`src/rtl/arq_flow_engine_mlt.sv`:
```
// arq_flow_engine_mlt: per-LT ARQ/SEQN/flow engine with retransmit limit and flush timeout.
// Optional build macro ARQ_STATS_EN adds stat_clr_p and the stat_retx/stat_flush/stat_reject counters.
module arq_flow_engine_mlt #(
    parameter int NLT    = 8,
    parameter int LTW    = 3,
    parameter int RETX_W = 4,
    parameter int FLT_W  = 12
) (
    input  logic              clk_6M,
    input  logic              rstz,
    input  logic              conn_new_p,
    input  logic [LTW-1:0]    conn_lt,
    input  logic              slot_p,
    input  logic              rx_endp,
    input  logic              rx_hdr_ok,
    input  logic              rx_lt_addressed,
    input  logic [LTW-1:0]    rx_lt,
    input  logic              rx_data,
    input  logic              rx_nodata,
    input  logic              rx_seqn,
    input  logic              rx_arqn,
    input  logic              rx_flow,
    input  logic              rx_crc_ok,
    input  logic              rx_buf_empty,
    input  logic              tx_req_p,
    input  logic [LTW-1:0]    tx_lt,
    input  logic              tx_data,
    input  logic [RETX_W-1:0] retx_max,
    input  logic [FLT_W-1:0]  flush_to,
    output logic [NLT-1:0]    tx_arqn,
    output logic [NLT-1:0]    tx_seqn,
    output logic [NLT-1:0]    seqn_old,
    output logic [NLT-1:0]    src_flow,
    output logic              rsp_flow,
    output logic              send_new_p,
    output logic              send_old_p,
    output logic              send_zero_p,
    output logic              flush_evt_p
`ifdef ARQ_STATS_EN
    ,
    input  logic              stat_clr_p,
    output logic [15:0]       stat_retx,
    output logic [15:0]       stat_flush,
    output logic [15:0]       stat_reject
`endif
);
    localparam logic [1:0] IDLE    = 2'd0;
    localparam logic [1:0] OUTST   = 2'd1;
    localparam logic [1:0] FLUSHED = 2'd2;
    logic [NLT-1:0]    tx_arqn_q, tx_arqn_d, tx_seqn_q, tx_seqn_d;
    logic [NLT-1:0]    seqn_old_q, seqn_old_d, src_flow_q, src_flow_d, ack_q, ack_d;
    logic [1:0]        state_q [NLT];
    logic [1:0]        state_d [NLT];
    logic [RETX_W-1:0] retx_q [NLT];
    logic [RETX_W-1:0] retx_d [NLT];
    logic [FLT_W-1:0]  tmr_q [NLT];
    logic [FLT_W-1:0]  tmr_d [NLT];
    logic              send_new_q, send_new_d, send_old_q, send_old_d;
    logic              send_zero_q, send_zero_d, flush_evt_q, flush_evt_d;
    logic              rx_hit, rx_dat, rx_acc, rx_ign, tx_in, tx_ack;
    logic [1:0]        tx_st;
    assign tx_arqn     = tx_arqn_q;
    assign tx_seqn     = tx_seqn_q;
    assign seqn_old    = seqn_old_q;
    assign src_flow    = src_flow_q;
    assign rsp_flow    = rx_buf_empty;
    assign send_new_p  = send_new_q;
    assign send_old_p  = send_old_q;
    assign send_zero_p = send_zero_q;
    assign flush_evt_p = flush_evt_q;
    // Next state: flush/timer first, then RX (so TX sees a same-cycle ack), then TX, then connection init wins.
    always_comb begin
        tx_arqn_d   = tx_arqn_q;
        tx_seqn_d   = tx_seqn_q;
        seqn_old_d  = seqn_old_q;
        src_flow_d  = src_flow_q;
        ack_d       = ack_q;
        state_d     = state_q;
        retx_d      = retx_q;
        tmr_d       = tmr_q;
        flush_evt_d = 1'b0;
        for (int l = 0; l < NLT; l++) begin
            if (state_q[l] == OUTST && ((retx_max != '0 && retx_q[l] == retx_max) ||
                                        (flush_to != '0 && tmr_q[l] >= flush_to))) begin
                state_d[l]  = FLUSHED;
                flush_evt_d = 1'b1;
            end
            if (state_q[l] == OUTST && slot_p && tmr_q[l] != '1)
                tmr_d[l] = tmr_q[l] + FLT_W'(1);
        end
        rx_hit = rx_endp & rx_hdr_ok & rx_lt_addressed & (int'(rx_lt) < NLT);
        rx_dat = rx_data & ~rx_nodata;
        rx_acc = rx_dat & (rx_seqn != seqn_old_q[rx_lt]) & rx_crc_ok;
        rx_ign = rx_dat & (rx_seqn == seqn_old_q[rx_lt]);
        if (rx_hit) begin
            tx_arqn_d[rx_lt]  = rx_acc | rx_ign;
            seqn_old_d[rx_lt] = rx_acc ? rx_seqn : seqn_old_q[rx_lt];
            src_flow_d[rx_lt] = rx_flow;
            ack_d[rx_lt]      = rx_arqn;
        end
        tx_in       = tx_req_p & tx_data & (int'(tx_lt) < NLT);
        tx_st       = state_d[tx_lt];
        tx_ack      = ack_d[tx_lt];
        send_old_d  = tx_in & (tx_st == OUTST) & ~tx_ack;
        send_zero_d = tx_in & (tx_st == FLUSHED);
        send_new_d  = tx_req_p & ~send_old_d & ~send_zero_d;
        if (tx_in && !send_old_d) begin
            tx_seqn_d[tx_lt] = ~tx_seqn_q[tx_lt];
            state_d[tx_lt]   = OUTST;
            retx_d[tx_lt]    = '0;
            tmr_d[tx_lt]     = '0;
            ack_d[tx_lt]     = 1'b0;
        end
        if (send_old_d && retx_q[tx_lt] != '1)
            retx_d[tx_lt] = retx_q[tx_lt] + RETX_W'(1);
        if (conn_new_p && int'(conn_lt) < NLT) begin
            tx_arqn_d[conn_lt]  = 1'b0;
            tx_seqn_d[conn_lt]  = 1'b1;
            seqn_old_d[conn_lt] = 1'b0;
            src_flow_d[conn_lt] = 1'b1;
            ack_d[conn_lt]      = 1'b0;
            state_d[conn_lt]    = IDLE;
            retx_d[conn_lt]     = '0;
            tmr_d[conn_lt]      = '0;
        end
    end
    // State registers; SEQN and remote FLOW come out of reset as all-ones.
    always_ff @(posedge clk_6M or negedge rstz) begin
        if (!rstz) begin
            tx_arqn_q   <= '0;
            tx_seqn_q   <= '1;
            seqn_old_q  <= '0;
            src_flow_q  <= '1;
            ack_q       <= '0;
            state_q     <= '{default: IDLE};
            retx_q      <= '{default: '0};
            tmr_q       <= '{default: '0};
            send_new_q  <= 1'b0;
            send_old_q  <= 1'b0;
            send_zero_q <= 1'b0;
            flush_evt_q <= 1'b0;
        end else begin
            tx_arqn_q   <= tx_arqn_d;
            tx_seqn_q   <= tx_seqn_d;
            seqn_old_q  <= seqn_old_d;
            src_flow_q  <= src_flow_d;
            ack_q       <= ack_d;
            state_q     <= state_d;
            retx_q      <= retx_d;
            tmr_q       <= tmr_d;
            send_new_q  <= send_new_d;
            send_old_q  <= send_old_d;
            send_zero_q <= send_zero_d;
            flush_evt_q <= flush_evt_d;
        end
    end
`ifdef ARQ_STATS_EN
    logic [15:0] stat_retx_q, stat_flush_q, stat_reject_q;
    assign stat_retx   = stat_retx_q;
    assign stat_flush  = stat_flush_q;
    assign stat_reject = stat_reject_q;
    // Wrapping event counters over retransmits, flushes and rejected receptions.
    always_ff @(posedge clk_6M or negedge rstz) begin
        if (!rstz) begin
            stat_retx_q   <= '0;
            stat_flush_q  <= '0;
            stat_reject_q <= '0;
        end else if (stat_clr_p) begin
            stat_retx_q   <= '0;
            stat_flush_q  <= '0;
            stat_reject_q <= '0;
        end else begin
            stat_retx_q   <= stat_retx_q + 16'(send_old_q);
            stat_flush_q  <= stat_flush_q + 16'(flush_evt_q);
            stat_reject_q <= stat_reject_q + 16'(rx_hit & ~rx_acc & ~rx_ign);
        end
    end
`endif
endmodule

```
`config.mk`:
```
export PLATFORM = sky130hd
export DESIGN_NAME = arq_flow_engine_mlt
export DESIGN_NICKNAME = d
export VERILOG_FILES = /design/src/rtl/arq_flow_engine_mlt.sv
export SDC_FILE = /design/constraint.sdc
export NUM_CORES = 1
export LEC_CHECK = 0
export CORE_ASPECT_RATIO = 0.6
export CORE_MARGIN = 2
export CORE_UTILIZATION = 60
export DETAILED_ROUTE_END_ITERATION = 10
export GPL_TIMING_DRIVEN = 0
export PLACE_DENSITY = 0.8
export REMOVE_ABC_BUFFERS = 1
export SLEW_MARGIN = 20
export SYNTH_ARGS = -nofsm -noshare
export SYNTH_HDL_FRONTEND = slang
export SYNTH_SLANG_ARGS = --single-unit
```
`constraint.sdc`:
```
create_clock -name clk_6M -period 4.11 [get_ports clk_6M]
set_input_delay 1.0275 -clock clk_6M [delete_from_list [all_inputs] [get_ports clk_6M]]
set_output_delay 1.0275 -clock clk_6M [all_outputs]
set_load 0.02 [all_outputs]
```
==> results.md <==
* Hold Crit Class: input pin to asynchronous set/reset pin
* CP max FO at 11
* Initial antenna violation count at 0
* Max-slew violation count at 0
* Cells after synthesis at 1428
* LEAKAGE at 6.746 nW
* Status: completed
* Critical Path Source Type: input pin
* Post-layout total power at 5.768 mW
* Fin crit share at 0.9928
* Final instance area at 15700 µm²
* Required @ worst endpoint at 4470 ps
* Cell variety after synth at 66
* Critical path capture point: tmr_q[81]
* Number of buffers created by CTS at 17
* Placement Setup Slack at -1746 ps
* Clock transition at the registers of the reported paths at 70 ps
* Vias at 12.72k
* Worst slew margin at 0.2383
* Core Region at 20880 µm²
* Area delta synth->final at 23.88%
* Mean area per synthesized cell at 8.873 µm²
* # placed instances at 1743
* Final setup viols at 0
* ANT cells at 0
* Critical Path AT at 4440 ps
* Slew @ Worst Pin at 1140 ps
* Multi-input gate area at 8054 µm²
* Top cells by area, synth: dfrtp_1 (34%), ha_1 (10%), nor3_1 (5.6%), xor2_1 (4.4%), nand2_1 (4.1%)
* Family with the most delay on the worst path: buffers and inverters
* I/O pin count at 78
* Non-filler cells, final at 1865
* Total die area at 22340 µm²
* Yosys warning count at 0
* # port buffers at 75
* Clk sinks at 188
* Reg-to-reg setup timing slack at 520 ps
* Synth async-reset ratio at 1.000
* Die X at 191.6 µm
* Iteration-0 DRC Markers at 1764
* Final net count at 1719
* First-pass GRT wire length at 65.78 mm
* Clock root buffer: clkbuf_16
* # rows at 41
* Post-synth EDFFs at 0
* H-tree Lvls at 4
* Dpl hpwl at 29.54 mm
* CTS tree: yes
* Yosys reg bits at 188
* Sequential element share of the synthesized area at 0.3729
* Critical-path cell list: clkbuf_2, clkinvlp_4, buf_4, buf_4, ha_1, a21oi_1, o21ai_1, a21oi_2, nand2_1, a21boi_2, nor2_1, a2111oi_4, buf_6, buf_8, buf_12, a211oi_4, buf_6, buf_6, nor3_1
* CP endpoint kind: flip-flop
* Avg WL per Cell at 23.49 µm
* Crit Path Class: input pin to flip-flop
* Achievable frequency at 245.1 MHz
* Crit. Startpoint: flush_to[11]
* Reg2Reg Depth at 16
* Count leader, synth: dfrtp_1
* CP max stage cell: a2111oi_4
* Routed wire length at 43.80 mm
* Worst skew pair latency at 450 ps
* Die Y at 116.6 µm
* Max Cap Viol at 0
* Post-Syn Area at 12670 µm²
* Share of the synthesized area in the top cell type at 0.3397
* PwrDens at 367.5 nW/µm²
* Vias per cell at 6.821
* Overflow after GRT at 0
* Antenna-violating nets left at 0
* Register area at 4725 µm²
* Crit path depth at 19
* Crit path buffers/inverters at 9
* Ys flop type: dfrtp_1
* DRC at 0
* Worst path max stage delay at 470 ps
* GRT Total Usage at 0.3909
* GPL Wtd Cong at 1.004
* Final worst slack at 29.62 ps
* Clock skew at 9.819 ps
* Router iterations before antenna repair at 6
* Tmin final at 4080 ps
* Cell taking the most area after synthesis: dfrtp_1
* Cell Area, Placed at 13950 µm²
* Most frequent CP cell: buf_6
* CTS Buffer Depth at 2
* Critical R2R Launch: tmr_q[12]
* Starting Density at 0.6069
* Highest ir drop seen on vdd at 0.0004353 V
* Cts hold-fix bufs at 0
* Layout cells sized above 1 at 0.1797
* Synth cell count leaders: dfrtp_1 (172), nor3_1 (142), nand2_1 (139)
* Vias in the first global route at 11.71k
* Fillers at 1393
* Largest net degree at the start of global routing at 78
* Fin Hold WS at 445.1 ps
* Final Hold Fails at 0
* Critical R2R Capture: tmr_q[81]
[cell families after synthesis]
family / count (synthesis) / share of synthesized area
XOR/XNOR: 122 / 0.08433
buffers and inverters: 98 / 0.03140
AND/OR/NAND/NOR: 610 / 0.2372
adder cells (fa/ha/maj): 105 / 0.1037
flip-flops: 188 / 0.3729
AO/OA/AOI/OAI: 266 / 0.1362
multiplexers: 39 / 0.03436
[metrics by stage]
step | util | TNS [ps]
2_1_floorplan | - | -161870
3_3_place_gp | 0.6466 | -1662590
3_5_place_dp | 0.6681 | -239780
6_report | 0.7518 | 0
5_1_grt | 0.7518 | -217.8
4_1_cts | 0.7379 | 0
[state kept, by name (all words and copies together), names as in the netlist]
name / cells
seqn_old: 8
retx_q: 32
send_zero_p: 1
send_new_p: 1
ack_q: 8
state_q: 16
src_flow: 8
flush_evt_p: 1
tx_seqn: 8
tmr_q: 96
send_old_p: 1
tx_arqn: 8
[layout by cell type, fill, tap and decap left out, types with 9 or more instances in the layout]
cell type,n
a211oi_1,12
a21oi_1,56
a32oi_1,21
and3_1,31
buf_12,12
buf_4,80
buf_6,13
clkbuf_16,17
clkbuf_2,16
clkdlybuf4s50_1,53
clkinvlp_4,13
dfrtp_1,172
dfstp_2,16
ha_1,103
inv_1,23
mux2i_1,31
nand2_1,138
nand2b_1,10
nand3_1,58
nand4_1,35
nor2_1,111
nor2_2,9
nor2b_1,10
nor3_1,132
nor3_2,9
o21ai_0,39
o21ai_1,35
o22ai_1,11
xnor2_1,57
xor2_1,64
[how the worst min path moves through the flow]
stage / endpoint / from / slack, ps
global route: tmr_q[7] / rstz / 460
finish: tmr_q[7] / rstz / 450
global placement: src_flow[4] / src_flow[4] / 480
detailed placement: src_flow[4] / src_flow[4] / 500
floorplan: retx_q[17] / retx_q[17] / 500
CTS: tmr_q[7] / rstz / 450
[power by group]
part	total (mW)	internal (mW)	switching, mW	leakage [nW]
Combinational	1.68	0.717	0.963	4.08
Clock	1.64	0.856	0.789	0.274
Sequential	2.44	2.11	0.333	2.39
[repair_timing]
action,4_1_cts,5_1_grt
cloned,1,0
setup buffers,63,25
endpoints found under the setup margin,163,150
pin swaps,24,21
resized for setup,91,72
[layout make-up]
class                   count  area share
clock buffers              19     0.02822
clock inverters            13    0.007493
inverters                  34     0.01076
multi-input cells        1142      0.5131
flip-flops and latches    188      0.3010
well taps                 279     0.02224
repair buffers            190      0.1172
[routing by layer]
metal,up-vias,wire (µm),track usage
met5,-,86,0.04274
met4,2,1140,0.1200
met3,138,6527,0.1626
met2,962,17760,0.5309
met1,6100,18290,0.5587
li1,5520,-,-
Note: power is estimated with default switching activity, not from simulation.
